File: src/rtl/vdiv_seq_if.sv
// Handshake bundle for the vector divide sequencer.
//   vin_*   : vector request from the issue stage (sequencer accepts)
//   vout_*  : result vector towards the consumer (sequencer offers)
//   div_*   : scalar divider link (sequencer is the initiator)
// master = sequencer side, slave = environment side (issue stage, consumer, divider).
interface vdiv_seq_if #(
  parameter int unsigned WIDTH = 16,
  parameter int unsigned LANES = 4
);
  logic                   vin_valid;
  logic                   vin_ready;
  logic [LANES*WIDTH-1:0] vin_a;
  logic [LANES*WIDTH-1:0] vin_b;
  logic [LANES-1:0]       vin_mask;

  logic                   vout_valid;
  logic                   vout_ready;
  logic [LANES*WIDTH-1:0] vout_result;
  logic [LANES-1:0]       vout_mask;
  logic [LANES-1:0]       vout_nan;

  logic [WIDTH-1:0]       div_operand1;
  logic [WIDTH-1:0]       div_operand2;
  logic                   div_valid_in;
  logic                   div_ready_in;
  logic [WIDTH-1:0]       div_result;
  logic                   div_valid_out;
  logic                   div_ready_out;

  modport master (
    input  vin_valid, vin_a, vin_b, vin_mask,
    output vin_ready,
    output vout_valid, vout_result, vout_mask, vout_nan,
    input  vout_ready,
    output div_operand1, div_operand2, div_valid_in, div_ready_out,
    input  div_ready_in, div_result, div_valid_out
  );

  modport slave (
    output vin_valid, vin_a, vin_b, vin_mask,
    input  vin_ready,
    input  vout_valid, vout_result, vout_mask, vout_nan,
    output vout_ready,
    input  div_operand1, div_operand2, div_valid_in, div_ready_out,
    output div_ready_in, div_result, div_valid_out
  );
endinterface

File: src/rtl/vdiv_seq.sv
// Vector divide sequencer: accepts a vector of LANES operand pairs, issues the
// active lanes one at a time (ascending index) to a shared scalar divider and
// reassembles the quotients plus a per-lane NaN flag into one result vector.
// Ports:
//   CLK   - clock, all state on rising edge
//   nRST  - asynchronous active-low reset
//   bus   - vdiv_seq_if.master: vin_* request, vout_* result, div_* divider link
//   busy  - sequencer is not idle
module vdiv_seq #(
  parameter  int unsigned EXP_WIDTH  = 8,
  parameter  int unsigned MANT_WIDTH = 7,
  parameter  int unsigned LANES      = 4,
  localparam int unsigned WIDTH      = EXP_WIDTH + MANT_WIDTH + 1
) (
  input  logic        CLK,
  input  logic        nRST,
  vdiv_seq_if.master  bus,
  output logic        busy
);

  localparam int unsigned LW = (LANES > 1) ? $clog2(LANES) : 1;

  typedef enum logic [1:0] {IDLE, ISSUE, WAIT, DONE} state_t;

  state_t                 state_q, state_d;
  logic                   init_q;
  logic [LANES*WIDTH-1:0] a_q, b_q, res_q;
  logic [LANES-1:0]       mask_q, nan_q;
  logic [LW-1:0]          lane_q;

  logic                   first_found, next_found;
  logic [LW-1:0]          first_idx, next_idx;
  logic                   res_nan;

  // Lowest set bit of the incoming mask, and lowest set bit of the captured
  // mask strictly above the current lane. Scanning downwards lets the last
  // hit be the lowest index.
  always_comb begin
    first_found = 1'b0;
    first_idx   = '0;
    next_found  = 1'b0;
    next_idx    = '0;
    for (int unsigned i = LANES; i > 0; i--) begin
      if (bus.vin_mask[i-1]) begin
        first_found = 1'b1;
        first_idx   = LW'(i - 1);
      end
      if (mask_q[i-1] && ((i - 1) > 32'(lane_q))) begin
        next_found = 1'b1;
        next_idx   = LW'(i - 1);
      end
    end
  end

  assign res_nan = (&bus.div_result[WIDTH-2 -: EXP_WIDTH]) &&
                   (|bus.div_result[MANT_WIDTH-1:0]);

  always_ff @(posedge CLK or negedge nRST) begin
    if (!nRST) state_q <= IDLE;
    else       state_q <= state_d;
  end

  always_comb begin
    state_d           = state_q;
    bus.vin_ready     = 1'b0;
    bus.vout_valid    = 1'b0;
    bus.div_valid_in  = 1'b0;
    bus.div_ready_out = 1'b0;
    bus.div_operand1  = '0;
    bus.div_operand2  = '0;
    unique case (state_q)
      IDLE: begin
        // init_q keeps vin_ready low until the first edge after reset release.
        bus.vin_ready = init_q;
        if (bus.vin_valid && init_q) state_d = first_found ? ISSUE : DONE;
      end
      ISSUE: begin
        bus.div_valid_in = 1'b1;
        bus.div_operand1 = a_q[lane_q*WIDTH +: WIDTH];
        bus.div_operand2 = b_q[lane_q*WIDTH +: WIDTH];
        if (bus.div_ready_in) state_d = WAIT;
      end
      WAIT: begin
        bus.div_ready_out = 1'b1;
        if (bus.div_valid_out) state_d = next_found ? ISSUE : DONE;
      end
      DONE: begin
        bus.vout_valid = 1'b1;
        if (bus.vout_ready) state_d = IDLE;
      end
      default: state_d = IDLE;
    endcase
  end

  always_ff @(posedge CLK or negedge nRST) begin
    if (!nRST) begin
      init_q <= 1'b0;
      a_q    <= '0;
      b_q    <= '0;
      res_q  <= '0;
      mask_q <= '0;
      nan_q  <= '0;
      lane_q <= '0;
    end else begin
      init_q <= 1'b1;
      if (state_q == IDLE && bus.vin_valid && init_q) begin
        a_q    <= bus.vin_a;
        b_q    <= bus.vin_b;
        mask_q <= bus.vin_mask;
        res_q  <= '0;
        nan_q  <= '0;
        lane_q <= first_idx;
      end
      if (state_q == WAIT && bus.div_valid_out) begin
        res_q[lane_q*WIDTH +: WIDTH] <= bus.div_result;
        nan_q[lane_q]                <= res_nan;
        if (next_found) lane_q <= next_idx;
      end
    end
  end

  assign bus.vout_result = res_q;
  assign bus.vout_mask   = mask_q;
  assign bus.vout_nan    = nan_q;
  assign busy            = (state_q != IDLE);

endmodule
File: src/flat_wrapper.sv
// flat-port wrapper written by rule: the top's interface ports become plain ports
module vdiv_seq_flat 
#(
  parameter  int unsigned EXP_WIDTH  = 8,
  parameter  int unsigned MANT_WIDTH = 7,
  parameter  int unsigned LANES      = 4,
  localparam int unsigned WIDTH      = EXP_WIDTH + MANT_WIDTH + 1
)
  (CLK, nRST, busy, bus_vin_valid, bus_vin_a, bus_vin_b, bus_vin_mask, bus_vin_ready, bus_vout_valid, bus_vout_result, bus_vout_mask, bus_vout_nan, bus_vout_ready, bus_div_operand1, bus_div_operand2, bus_div_valid_in, bus_div_ready_out, bus_div_ready_in, bus_div_result, bus_div_valid_out);
  vdiv_seq_if #(.LANES(LANES)) bus_i ();
  input  logic CLK;
  input  logic nRST;
  output logic busy;
  input wire logic [$bits(bus_i.vin_valid)-1:0] bus_vin_valid;
  input wire logic [$bits(bus_i.vin_a)-1:0] bus_vin_a;
  input wire logic [$bits(bus_i.vin_b)-1:0] bus_vin_b;
  input wire logic [$bits(bus_i.vin_mask)-1:0] bus_vin_mask;
  output wire logic [$bits(bus_i.vin_ready)-1:0] bus_vin_ready;
  output wire logic [$bits(bus_i.vout_valid)-1:0] bus_vout_valid;
  output wire logic [$bits(bus_i.vout_result)-1:0] bus_vout_result;
  output wire logic [$bits(bus_i.vout_mask)-1:0] bus_vout_mask;
  output wire logic [$bits(bus_i.vout_nan)-1:0] bus_vout_nan;
  input wire logic [$bits(bus_i.vout_ready)-1:0] bus_vout_ready;
  output wire logic [$bits(bus_i.div_operand1)-1:0] bus_div_operand1;
  output wire logic [$bits(bus_i.div_operand2)-1:0] bus_div_operand2;
  output wire logic [$bits(bus_i.div_valid_in)-1:0] bus_div_valid_in;
  output wire logic [$bits(bus_i.div_ready_out)-1:0] bus_div_ready_out;
  input wire logic [$bits(bus_i.div_ready_in)-1:0] bus_div_ready_in;
  input wire logic [$bits(bus_i.div_result)-1:0] bus_div_result;
  input wire logic [$bits(bus_i.div_valid_out)-1:0] bus_div_valid_out;
  assign bus_i.vin_valid = bus_vin_valid;
  assign bus_i.vin_a = bus_vin_a;
  assign bus_i.vin_b = bus_vin_b;
  assign bus_i.vin_mask = bus_vin_mask;
  assign bus_vin_ready = bus_i.vin_ready;
  assign bus_vout_valid = bus_i.vout_valid;
  assign bus_vout_result = bus_i.vout_result;
  assign bus_vout_mask = bus_i.vout_mask;
  assign bus_vout_nan = bus_i.vout_nan;
  assign bus_i.vout_ready = bus_vout_ready;
  assign bus_div_operand1 = bus_i.div_operand1;
  assign bus_div_operand2 = bus_i.div_operand2;
  assign bus_div_valid_in = bus_i.div_valid_in;
  assign bus_div_ready_out = bus_i.div_ready_out;
  assign bus_i.div_ready_in = bus_div_ready_in;
  assign bus_i.div_result = bus_div_result;
  assign bus_i.div_valid_out = bus_div_valid_out;
  vdiv_seq #(.EXP_WIDTH(EXP_WIDTH), .MANT_WIDTH(MANT_WIDTH), .LANES(LANES)) u_core (.CLK(CLK), .nRST(nRST), .bus(bus_i), .busy(busy));
endmodule
File: config.mk
export PLATFORM = sky130hd
export DESIGN_NAME = vdiv_seq_flat
export DESIGN_NICKNAME = d
export VERILOG_FILES = /design/src/rtl/vdiv_seq_if.sv /design/src/rtl/vdiv_seq.sv /design/src/flat_wrapper.sv
export SDC_FILE = /design/constraint.sdc
export NUM_CORES = 1
export LEC_CHECK = 0
export ABC_CLOCK_PERIOD_IN_PS = 6500
export CAP_MARGIN = 10
export CORE_ASPECT_RATIO = 1.4
export CORE_MARGIN = 2
export CORE_UTILIZATION = 45
export CTS_CLUSTER_DIAMETER = 120
export CTS_CLUSTER_SIZE = 25
export DETAILED_ROUTE_END_ITERATION = 8
export GPL_TIMING_DRIVEN = 0
export HOLD_SLACK_MARGIN = 0.03
export MAX_ROUTING_LAYER = met4
export PLACE_DENSITY = 0.81
export REMOVE_ABC_BUFFERS = 1
export SYNTH_ARGS = -nofsm -noshare
export SYNTH_HDL_FRONTEND = slang
export SYNTH_SLANG_ARGS = --single-unit
File: constraint.sdc
create_clock -name CLK -period 6.5 [get_ports CLK]
set_clock_uncertainty 0.15 [all_clocks]
set_input_delay 1.3 -clock CLK [delete_from_list [all_inputs] [get_ports CLK]]
set_output_delay 1.3 -clock CLK [all_outputs]
set_load 0.01 [all_outputs]
==> flow_summary.toml, run 1 <==
[logic_synthesis]
ys_ff_latch = 205
ys_top_cells_by_area = "dfrtp_1 56%, nand2_1 18%, mux4_2 8.2%"
syn_inst = 936
yosys_warnings = 0
yosysTopAreaCell = "dfrtp_1"
syn_area_per_cell_um2 = 9.73
synth_top_area_share_pct = 56.3
synth_cell_type_count = 38
syn_area_um2 = 9110
yosysSeqAreaShare_pct = 56.3

[critical_path]
worstSetupStartpoint = "u_core.lane_q[0]"
crit_path_max_incr_delay_ps = 990
r2r_start = "u_core.lane_q[0]"
start_kind = "flip-flop"
crit_buf_inv = 1
slowest_stage = "dfrtp_4"
end_kind = "output pin"
crit_chain = "mux4_2 > nor2b_1 > clkdlybuf4s50_1"
cp_top_family = "flip-flops"
crit_type = "reg2out"
cp_data_required_time_ps = 5050
arrival_ps = 2780
crit_path_max_fanout = 41

[sta]
worst_pin_slew_ps = 1020
finalSetupViolations = 0
finalCritPeriodShare_pct = 65.1
final.min_clock_period_ps = 4230
slew-limit-headroom_pct = 31.8
grt_setup_unrepaired = "false"
hold_viol = 0
fin_ws_ps = 2270
drv_slew = 0
fmaxAchievable_mhz = 236
setup-tns-final_ps = 0

[route]
drtIter0Drc = 460
drtPass1Iterations = 5
post-route-drc-count = 0
vias = 7432
avgRoutedWirePerCell_um = 16.7
via_per_inst = 5.26
wirelength_mm = 23.6
antenna_left = 0

[worst_hold_path]
min-delay-start = "u_core.b_q[59]"
hp-class = "reg2reg"

[clock_network]
post_cts_buffers = 0
htreeDepth = 1
numCtsBuffers = 12
cts_resized = 0
cts_tree = "yes"
clockBufferDepth = 3
ctsHoldBuffers = 0
path_clk_slew_ps = 100
clk_latency_ps = 470
clkSinkCount = 205
cts_root_buffer = "clkbuf_16"

[die]
io_pins = 263
die_y_um = 172
dieWidth_um = 124
num_rows = 61
initial_core_util_pct = 45.9
die_area_um2 = 21400
core_area_um2 = 19800

[final_layout]
regArea_um2 = 5130
final_util_pct = 62.5
layout_common_cells = "439 x nand2_1, 261 x clkdlybuf4s50_1, 203 x dfrtp_1"
syn_to_final_growth_pct = 36.0
layout_commonest_cell = "nand2_1"
multi_input_area_um2 = 3710
nNetsFinal = 1322
fill_cells = 1597
fin_area_um2 = 12400
instances_no_fill = 1414
drive_gt1_share_pct = 7.06

[global_routing]
grt-ovfl-total = 0
first_global_vias = 7687
antenna_found_initial = 1
grt_usage_pct = 23.2
grt_max_degree = 105
grt_pass1_wl_mm = 39.4

[place]
post-place-ws_ps = 2690
io_buffers = 262
placedInstanceArea_um2 = 12000
hpwl_mm = 16.8
placedCellCount = 1398
place_congestion = 0.811

[power_and_ir_drop]
power_density_nw_per_um2 = 367
cellLeakagePower_nw = 5.74
peakVddDrop_uv = 285

[job]
max_cap_viol_count = 0

[status]
outcome = "complete, no violations"
-- flip-flops by register name (all words and copies together), names as in the netlist --
register	count
u_core.bus.vout_result	64
u_core.b_q	64
u_core.bus.vout_nan	4
u_core.init_q	1
u_core.lane_q	2
u_core.a_q	64
u_core.bus.vout_mask	4
u_core.state_q	2
-- synth_stat cells --
library cell,n
nand4_1,2
nand2b_1,2
o21ai_1,2
buf_1,4
a22oi_1,1
a32o_1,7
nor4bb_1,2
a32oi_1,1
mux4_2,33
nor2b_1,35
clkbuf_1,35
o21ai_0,39
buf_4,1
and3_1,1
ha_1,8
inv_1,5
a211oi_1,1
a22o_1,16
a211o_1,1
a21oi_1,4
buf_6,3
nand4bb_1,1
buf_2,22
nand2_4,1
nand2_1,439
nor4_1,2
nor3_1,1
or2_2,1
and2_1,1
nor2_4,1
a32o_2,10
nor3_4,1
nor3b_1,1
nor2_1,6
conb_1,1
dfrtp_1,205
nand3_1,39
and3b_4,1
-- report_power, final --
part	internal [mW]	switching, mW
combinational	0.960	0.800
sequential	1.69	0.314
clock	0.369	0.414
total	3.02	1.53
-- worst register-to-register path, delay by kind of cell (launching register included) --
kind | cells | cell delay, ps
buffers and inverters | 1 | 270
AND/OR/NAND/NOR | 2 | 1000
flip-flops | 1 | 990
adder cells (fa/ha/maj) | 1 | 470
AO/OA/AOI/OAI | 1 | 220
-- layout make-up --
class                           count  area share, %
Multi-Input combinational cell    661           30.0
Tap cell                          252           2.54
Clock inverter                      1          0.162
Clock buffer                       14           2.66
Antenna cell                        1         0.0202
Timing Repair Buffer              275           23.1
Sequential cell                   205           41.4
Inverter                            5          0.151
-- path summary, 6_finish.rpt --
path	to	slack (ps)	depth (start not counted)
max	bus_div_operand2[3]	2270	3
min	u_core.b_q[59]	320	2
max reg2reg	u_core.bus.vout_result[9]	3290	5
min reg2reg	u_core.b_q[59]	320	2
max in group asynchronous	u_core.b_q[61]	4540	2
min in group asynchronous	u_core.bus.vout_result[19]	680	1
-- layer usage --
| layer | GRT usage, % | share of wire, % |
|---|---|---|
| met5 | - | 0 |
| met4 | 7.03 | 2.8 |
| met3 | 4.49 | 6.3 |
| met2 | 39.5 | 51 |
| met1 | 28.2 | 40 |
-- metrics by stage --
step	total power, mW	hold slack (ps)
after floorplan	3.04	290
after global placement	3.79	303
after detailed placement	3.81	307
after CTS	4.61	330
after global routing	4.89	344
final	4.55	323
-- cell families after synthesis --
kind of cell    synth area share [%]
flops                           56.3
mux                             8.16
compound gates                  6.37
other cells                   0.0412
buf+inv                         3.47
simple gates                    24.5
fa+ha+maj                       1.10
No activity file was read; power rests on OpenSTA's default activity.
==> inputs of run 2 (changes only) <==
--- a/config.mk
+++ b/config.mk
@@ -5,11 +5,11 @@
 export SDC_FILE = /design/constraint.sdc
 export NUM_CORES = 1
 export LEC_CHECK = 0
-export ABC_CLOCK_PERIOD_IN_PS = 6500
+export ABC_CLOCK_PERIOD_IN_PS = 3750
 export CAP_MARGIN = 10
 export CORE_ASPECT_RATIO = 1.4
 export CORE_MARGIN = 2
-export CORE_UTILIZATION = 45
+export CORE_UTILIZATION = 43
 export CTS_CLUSTER_DIAMETER = 120
 export CTS_CLUSTER_SIZE = 25
 export DETAILED_ROUTE_END_ITERATION = 8
==> constraint.sdc (replaced) <==
create_clock -name CLK -period 3.75 [get_ports CLK]
set_clock_uncertainty 0.15 [all_clocks]
set_input_delay 0.75 -clock CLK [delete_from_list [all_inputs] [get_ports CLK]]
set_output_delay 0.75 -clock CLK [all_outputs]
set_load 0.01 [all_outputs]
==> flow_summary.toml, run 2 (synthesized netlist as in run 1, its figures left out) <==
[critical_path]
crit_type = "reg2out"
reg2reg_slack_ps = 710
crit_path_max_fanout = 20
slowest_stage = "dfrtp_4"
reg2reg_depth = 6
arrival_ps = 2540
crit_path_max_incr_delay_ps = 660
crit_buf_inv = 2
cp_data_required_time_ps = 2850
start_kind = "flip-flop"
reg2reg_to = "u_core.bus.vout_result[13]"
crit_chain = "buf_12 > mux4_2 > nor2b_1 > clkdlybuf4s50_1"
r2r_start = "u_core.lane_q[1]"
cp_top_family = "buffers and inverters"
end_kind = "output pin"

[clock_network]
ctsHoldBuffers = 0
numCtsBuffers = 12
cts_resized = 0
cts_root_buffer = "clkbuf_16"
clk_latency_ps = 470
path_clk_slew_ps = 110
cts_tree = "yes"
clkSinkCount = 205
post_cts_buffers = 1
htreeDepth = 1
clockBufferDepth = 3

[sta]
final.min_clock_period_ps = 3440
setup-tns-final_ps = 0
worst_pin_slew_ps = 1100
fmaxAchievable_mhz = 291
finalSetupViolations = 0
fin_ws_ps = 308
slew-limit-headroom_pct = 26.9
hold_viol = 0
finalCritPeriodShare_pct = 91.8
whs_ps = 122
drv_slew = 0
grt_setup_unrepaired = "false"

[die]
io_pins = 263
num_rows = 63
core_area_um2 = 21000
die_area_um2 = 22400
die_y_um = 176
dieWidth_um = 127
initial_core_util_pct = 43.4

[route]
wirelength_mm = 24.1
drtPass1Iterations = 6
drtIter0Drc = 421
antenna_left = 0
post-route-drc-count = 0
vias = 7425
via_per_inst = 5.22
avgRoutedWirePerCell_um = 17.0

[global_routing]
grt_use_met3_pct = 4.48
grt_pass1_wl_mm = 38.9
grt-ovfl-total = 0
top_usage_layer = "met2"
grt.met1_usage_pct = 26.6
first_global_vias = 7591
grt_max_degree = 106
antenna_found_initial = 0
grt_usage_pct = 22.2
use_met2_pct = 38.5

[final_layout]
syn_to_final_growth_pct = 36.6
layout_common_cells = "439 x nand2_1, 261 x clkdlybuf4s50_1, 203 x dfrtp_1"
fill_cells = 1712
antenna_cells = 0
drive_gt1_share_pct = 7.22
nNetsFinal = 1324
layout_commonest_cell = "nand2_1"

[worst_hold_path]
hp-class = "in2async"

[status]
outcome = "complete, no violations"

[power_and_ir_drop]
cellLeakagePower_nw = 5.76
power_mw = 7.98
peakVddDrop_uv = 470
power_density_nw_per_um2 = 641

[job]
max_cap_viol_count = 0

[place]
place_congestion = 0.812
post-place-ws_ps = 500
io_buffers = 262
hpwl_mm = 16.9
==> run 2: cell types whose count changed in the layout (fill, tap and decap cells not counted), sizes merged <==
| cell | previous run | this run |
|---|---|---|
| buf | 14 | 16 |
| diode | 1 | 0 |
==> run 2: final cells by class <==
class	count	area [µm²]	area share (%)
clock buffer	14	329	2.64
clock inverter	1	20.0	0.161
inverter	5	18.8	0.151
multi-input combinational	661	3710	29.8
sequential	205	5130	41.3
tap	260	325	2.61
timing repair buffer	277	2910	23.4
==> run 2: worst max path at each step <==
stage | startpoint | depth (start not counted) | end
2_1_floorplan | bus_vin_valid | 4 | u_core.lane_q[0]
3_3_place_gp | bus_vin_valid | 5 | u_core.lane_q[0]
3_5_place_dp | u_core.lane_q[0] | 3 | bus_div_operand1[7]
4_1_cts | u_core.lane_q[0] | 4 | bus_div_operand1[14]
5_1_grt | u_core.lane_q[0] | 4 | bus_div_operand2[15]
6_report | u_core.lane_q[0] | 4 | bus_div_operand2[15]
==> run 2: stage by stage <==
stage / area (µm²) / util [%] / std cells
2_1_floorplan: 8810 / - / 871
3_3_place_gp: 11800 / 56.1 / 1393
3_5_place_dp: 12100 / 57.5 / 1406
4_1_cts: 12400 / 59.2 / 1422
5_1_grt: 12400 / 59.4 / 1423
6_report: 12400 / 59.4 / 1423
==> run 2: layer usage <==
layer / routed length, µm / up-vias
met2: 12300 / 284
met5: 0 / -
met4: 581 / 0
li1: - / 3510
met1: 9480 / 3585
met3: 1750 / 46
==> run 2: where the power goes <==
group	internal, mW	total [mW]	switching, mW
logic	1.71	3.19	1.48
registers	2.94	3.43	0.492
clock network	0.640	1.37	0.728
